**src/rtl/pipe_de_cond.sv**
```systemverilog
// Decode-to-execute pipeline register with ARM-style conditional execution.
// Holds the architectural NZCV flags and gates side effects on condition pass.
module pipe_de_cond #(
  parameter int WIDTH = 32,
  parameter int RADDR = 4
) (
  input  logic             clk,
  input  logic             reset,
  input  logic             StallE,
  input  logic             FlushE,
  input  logic             PCSrcD,
  input  logic             RegWriteD,
  input  logic             MemtoRegD,
  input  logic             MemWriteD,
  input  logic             BranchD,
  input  logic             ALUSrcD,
  input  logic [1:0]       ALUControlD,
  input  logic [1:0]       FlagWriteD,
  input  logic [3:0]       CondD,
  input  logic [WIDTH-1:0] RD1D,
  input  logic [WIDTH-1:0] RD2D,
  input  logic [WIDTH-1:0] ExtImmD,
  input  logic [RADDR-1:0] WA3D,
  input  logic [RADDR-1:0] RA1D,
  input  logic [RADDR-1:0] RA2D,
  input  logic [3:0]       ALUFlags,
  output logic             MemtoRegE,
  output logic             ALUSrcE,
  output logic             BranchE,
  output logic [1:0]       ALUControlE,
  output logic [WIDTH-1:0] RD1E,
  output logic [WIDTH-1:0] RD2E,
  output logic [WIDTH-1:0] ExtImmE,
  output logic [RADDR-1:0] WA3E,
  output logic [RADDR-1:0] RA1E,
  output logic [RADDR-1:0] RA2E,
  output logic             ValidE,
  output logic             CondExE,
  output logic             PCSrcGE,
  output logic             RegWriteGE,
  output logic             MemWriteGE,
  output logic             BranchTakenE,
  output logic [3:0]       FlagsE
);

  logic       pcSrcE;
  logic       regWriteE;
  logic       memWriteE;
  logic [1:0] flagWriteE;
  logic [3:0] condE;
  logic       condPass;
  logic       n, z, c, v;

  always_ff @(posedge clk) begin
    if (reset) begin
      pcSrcE      <= 1'b0;
      regWriteE   <= 1'b0;
      MemtoRegE   <= 1'b0;
      memWriteE   <= 1'b0;
      BranchE     <= 1'b0;
      ALUSrcE     <= 1'b0;
      ALUControlE <= '0;
      flagWriteE  <= '0;
      condE       <= '0;
      ValidE      <= 1'b0;
      RD1E        <= '0;
      RD2E        <= '0;
      ExtImmE     <= '0;
      WA3E        <= '0;
      RA1E        <= '0;
      RA2E        <= '0;
    end else if (FlushE || !StallE) begin
      pcSrcE      <= PCSrcD & ~FlushE;
      regWriteE   <= RegWriteD & ~FlushE;
      MemtoRegE   <= MemtoRegD & ~FlushE;
      memWriteE   <= MemWriteD & ~FlushE;
      BranchE     <= BranchD & ~FlushE;
      ALUSrcE     <= ALUSrcD & ~FlushE;
      ALUControlE <= FlushE ? 2'b00 : ALUControlD;
      flagWriteE  <= FlushE ? 2'b00 : FlagWriteD;
      condE       <= FlushE ? 4'b0000 : CondD;
      ValidE      <= ~FlushE;
      RD1E        <= RD1D;
      RD2E        <= RD2D;
      ExtImmE     <= ExtImmD;
      WA3E        <= WA3D;
      RA1E        <= RA1D;
      RA2E        <= RA2D;
    end
  end

  // Flags belong to the instruction already in E, so a flush still commits them.
  always_ff @(posedge clk) begin
    if (reset) begin
      FlagsE <= '0;
    end else if (!StallE && CondExE) begin
      if (flagWriteE[1]) FlagsE[3:2] <= ALUFlags[3:2];
      if (flagWriteE[0]) FlagsE[1:0] <= ALUFlags[1:0];
    end
  end

  assign {n, z, c, v} = FlagsE;

  always_comb begin
    condPass = 1'b0;
    unique case (condE)
      4'b0000: condPass = z;
      4'b0001: condPass = ~z;
      4'b0010: condPass = c;
      4'b0011: condPass = ~c;
      4'b0100: condPass = n;
      4'b0101: condPass = ~n;
      4'b0110: condPass = v;
      4'b0111: condPass = ~v;
      4'b1000: condPass = c & ~z;
      4'b1001: condPass = ~c | z;
      4'b1010: condPass = (n == v);
      4'b1011: condPass = (n != v);
      4'b1100: condPass = ~z & (n == v);
      4'b1101: condPass = z | (n != v);
      4'b1110: condPass = 1'b1;
      4'b1111: condPass = 1'b0;
    endcase
  end

  assign CondExE      = ValidE & condPass;
  assign PCSrcGE      = pcSrcE & CondExE;
  assign RegWriteGE   = regWriteE & CondExE;
  assign MemWriteGE   = memWriteE & CondExE;
  assign BranchTakenE = BranchE & CondExE;

endmodule

```
**config.mk**
```make
export PLATFORM = sky130hd
export DESIGN_NAME = pipe_de_cond
export DESIGN_NICKNAME = d
export VERILOG_FILES = /design/src/rtl/pipe_de_cond.sv
export SDC_FILE = /design/constraint.sdc
export NUM_CORES = 1
export LEC_CHECK = 0
export BUFFER_PORTS_ARGS = -buffer_cell sky130_fd_sc_hd__buf_2
export CORE_UTILIZATION = 44
export DETAILED_ROUTE_END_ITERATION = 16
export MAX_ROUTING_LAYER = met4
export PLACE_DENSITY = 0.83
export SYNTH_ARGS = -nofsm -noshare
export SYNTH_HDL_FRONTEND = slang
export SYNTH_SLANG_ARGS = --single-unit
```
**constraint.sdc**
```tcl
create_clock -name clk -period 2.1 [get_ports clk]
set_input_delay 0.21 -clock clk [delete_from_list [all_inputs] [get_ports clk]]
set_output_delay 0.21 -clock clk [all_outputs]
set_load 0.01 [all_outputs]
```
---- Word-level counts from Yosys, hierarchy flattened ----
Cells that the tools add are included.
word-level totals
  word-level logic and storage cells ...... 65
  input port bits ......................... 130
  output and inout bits ................... 123
  register bits after elaboration ......... 127
operators by class
  reduce and logical (&&, ||, !) cells .... 6
  bitwise logic cells ..................... 20
  eq/ne operators ......................... 17
  muxes and demuxes ....................... 4
operators with widths
  kind                  count
  $eq A4 B4 Y1 const B  8
  $eq A4 B3 Y1 const B  4
  $pmux W1 S16          1
  $and A1 B1 Y1         13
  $eq A4 B2 Y1 const B  2
  $not A1 Y1            5
  $eq A4 B1 Y1 const B  1
  $logic_not A4 Y1      1
  $mux W2               2
  $mux W4               1
  $reduce_and A2 Y1     2
  $or A1 B1 Y1          2
  $eq A1 B1 Y1          1
  $logic_and A1 B1 Y1   1
  $logic_not A1 Y1      1
  $logic_or A1 B1 Y1    1
  $ne A1 B1 Y1          1

---- Logic depth before layout (Yosys ltp) ----
  word-level depth ........................ 6
  depth in mapped cells ................... 7
  gate-level depth less buffers ........... 5

---- Least setup slack after synthesis ----
No wires, ideal clock.
  path kind ............................... register to output
  from .................................... reg FlagsE[0]
  to ...................................... out BranchTakenE
  slack ................................... 0.100 ns
  data required time ...................... 1.890 ns
  cell stages (with the launch flop) ...... 6
  buffers on the path ..................... 0
  arrival time ............................ 1.790 ns
  cells stage by stage .................... dfxtp_1 xor2_1 mux2_2 a211oi_2 a21oi_2 and2_1
between the ends
  longest elaborated chain between the ends .. 5
  elaborated cells between the ends (all ways) .. 8
  those cells by class .................... 2 x eq/ne; 1 x mux; 5 x bitwise
ends and longest elaborated chain
  what                                                  line      RTL
  from (decl)                                           43        output logic [3:0] FlagsE
  from (signal assigned)                                98        if (flagWriteE[0]) FlagsE[1:0] <= ALUFlags[1:0];
  $ne A1 B1 Y1 / $eq A1 B1 Y1 (equally long branches)   --
  $or A1 B1 Y1 / $and A1 B1 Y1 (equally long branches)  120, 119
  $pmux W1 S16 (*)                                      106       unique case (condE)
  $and A1 B1 Y1 (*)                                     126       assign CondExE = ValidE & condPass;
  named net CondExE                                     38        output logic CondExE,
  $and A1 B1 Y1 (*)                                     130       assign BranchTakenE = BranchE & CondExE;
  to (decl)                                             42        output logic BranchTakenE,
The timed path passes the listed nets; every way through them passes the cells marked *.

---- Final worst setup path ----
  from .................................... reg condE[0]
  to ...................................... out PCSrcGE
between the ends
  longest elaborated chain between the ends .. 4
  elaborated cells between the ends (all ways) .. 19
  those cells by class .................... 15 x eq/ne; 1 x mux; 2 x bitwise; 1 x reduce/logical
ends and longest elaborated chain
  what                                  line  RTL
  from (decl)                           50    logic [3:0] condE;
  from (signal assigned)                81    condE <= FlushE ? 4'b0000 : CondD;
  $eq A4 B4 Y1 (tied with other cells)  106
  $pmux W1 S16 (*)                      106
  $and A1 B1 Y1 (*)                     126
  $and A1 B1 Y1 (*)                     127   assign PCSrcGE = pcSrcE & CondExE;
  to (decl)                             39    output logic PCSrcGE,
Mark *: on every way between the ends. The rest lies on a longest branch, timed or not.

==> results.ini <==
[global_route]
grt_overflow = 0
grt_pass1_wl_um = 26000
antenna_found_initial = 1
grt_pass1_vias = 5663
grt_max_degree = 70
grt_util_all_layers_pct = 30.5

[yosys]
synthesis.area_sq_um = 4670
ys_async_sr_fraction_pct = 0
synth_area_leaders = dfxtp_1 (54%), nand2_1 (17%), a21oi_1 (12%), mux2i_1 (4.3%), clkbuf_1 (2.8%)
synth_nets = 701
synth-seq-cells = 127
netlist.area_leader.share_pct = 54.5
synth_edf_count = 0
yosysUniqueCellTypes = 33
yosysWarnings = 0
ys_seq_area_share_pct = 54.5
ys.flop_type = dfxtp_1
yosysTopAreaCell = dfxtp_1
syn_inst = 571
synth.avg_cell_area_sq_um = 8.17

[layout]
final_common_cell = buf_2
drive_gt1_share_pct = 34.5
final_nets = 1079
fillers = 611
final_cell_mix = buf_2 (250), nand2_1 (217), dlygate4sd3_1 (126), dfxtp_1 (119), a21oi_1 (109)
synthToLayoutAreaGrowth_pct = 75.4

[power]
p_sw_share_pct = 23.7
ir_drop_mv = 0.484
p_per_area_nw_per_um2 = 815
seq_power_share_pct = 39.2
power.internal_mw = 5.09
power.switching_mw = 1.58
leakage_nw = 3.95
p_clk_share_pct = 47.5
comb_power_share_pct = 13.2

[worst_setup_path]
crit_type = reg -> out
regToRegSetupSlack_ns = 0.15
worstPathRequired_ns = 1.89
cp_max_fo = 12
cp.arrival_ns = 2.14
start_kind = flop
r2r_start = FlagsE[0]
startpoint = condE[0]
crit_path_end_kind = output port

[route]
routed.top_layer = met4
wl_um = 16500
wl_met1_um = 6100
wl_per_cell_um = 15.0
dr.pass1.iters = 5
vias_per_cell = 4.98
vias = 5469
drt_iter0_markers = 381
wl_met2_um = 8690
drt.antenna.violating_nets = 0
wl_met3_um = 939
post-route-drc-count = 0

[job]
drv_cap = 0

[timing]
worst_slew_pin_slew_ns = 0.545
skew_ns = 0.00605
slew_viol_final = 0
rsz0062_at_grt = yes
fmax_mhz = 425
timing.final.crit_period_ns = 2.35
relSlewSlack_pct = 63.6
tns_ns = -1.14
hold_viol = 0
setup_ws_ns = -0.252
period_share_pct = 112
setup_viol = 5

[placed_design]
place_congestion = 0.805
pre_cts_ws_ns = 0.0571
place_hpwl_um = 8170
port_buffers = 252

[min_path]
min_from = reset
holdCritPathClass = in -> reg

[run_status]
violations = negative setup slack
status = complete, but fails checks

[die]
core_area_sq_um = 10300
die_area_sq_um = 11000
die_x_um = 105
num_rows = 37
ios = 253
die-height_um = 105
start_util_pct = 45.2

[cts]
htreeDepth = 4
cts_sinks = 127
cts-buffers-inserted = 17
clockBufferDepth = 2
clk_latency_ns = 0.51
cts_tree = done
clk_pin_slew_worst_paths_ns = 0.06
clock-root-buffer = clkbuf_8

-- flip-flops by register name, summed over array words and instances (netlist names) --
| register | flops |
|---|---|
| RA2E | 4 |
| BranchE | 1 |
| MemtoRegE | 1 |
| WA3E | 4 |
| RD2E | 32 |
| ExtImmE | 32 |
| regWriteE | 1 |
| memWriteE | 1 |
| ValidE | 1 |
| RD1E | 32 |
| ALUControlE | 2 |
| pcSrcE | 1 |
| ALUSrcE | 1 |
| flagWriteE | 2 |
| RA1E | 4 |
| FlagsE | 4 |
| condE | 4 |
-- kinds of logic after synthesis --
logic type	synth area share, %
xor gates and xnor gates	0.375
DFF	54.5
and+or+nand+nor	22.1
AOI/OAI and AO/OA	14.4
buffers and inverters	4.13
muxes	4.53
-- metrics by stage --
step	instance area [sq um]	utilization [%]	hold WS (ns)	cells	power (mW)
finish	8190	79.3	0.0225	1099	6.67
global route	8190	79.3	0.0193	1099	6.90
CTS	8130	78.7	0.0136	1093	6.66
detailed placement	6060	58.7	0.440	929	3.31
global placement	6060	58.7	0.435	929	3.30
floorplan	4670	-	0.350	571	3.00
-- metal layers --
| layer | vias to the layer above | GRT usage, % |
|---|---|---|
| li1 | 2608 | - |
| met1 | 2515 | 30.2 |
| met2 | 272 | 54.4 |
| met3 | 74 | 6.74 |
| met4 | 0 | 19.1 |
| met5 | - | - |
-- worst paths after layout --
check / cells after the start / to
worst max-delay path: 6 / PCSrcGE
worst min register to register: 2 / RA1E[3]
worst min-delay path: 2 / ExtImmE[15]
worst max register to register: 6 / FlagsE[2]
-- worst max-delay path, cell delays in order, from the launching register on --
cell      delay (ns)
dfxtp_4         0.39
or3b_4          0.39
mux2i_2         0.21
a211oi_4        0.06
a21oi_2         0.26
and2_1          0.19
buf_2           0.13
-- synth_stat cells (all sizes together) (2+ instances only) --
cell,n
nand2,217
dfxtp,127
a21oi,110
clkbuf,35
mux2i,20
nor2,14
nand2b,9
buf,8
inv,5
and2,4
a2111oi,3
nor2b,2
-- power by group through the flow --
stage          registers [mW]  logic (mW)  clock network [mW]
2_1_floorplan            2.73       0.266                   0
3_3_place_gp             2.66       0.638                   0
3_5_place_dp             2.67       0.649                   0
4_1_cts                  2.61       0.844                3.21
5_1_grt                  2.63       0.947                3.33
6_report                 2.62       0.883                3.17
-- layout make-up --
class	count	area, sq um	share of cell area, %
clock inverter	12	209	2.55
inverter	5	18.8	0.229
multi-input combinational	396	2050	25.0
antenna	1	2.50	0.0306
sequential	127	2570	31.4
tap	136	170	2.08
clock buffer	20	435	5.32
timing repair buffer	402	2740	33.4
-- what timing repair did --
action | 4_1_cts | 5_1_grt
buffers inserted | 6 | 5
endpoints found under the hold margin | 126 | 0
pin swaps | 10 | 2
setup endpoints to repair | 5 | 5
resized for setup | 26 | 4
hold buffers | 126 | 0
(Power assumes the default switching activity.)
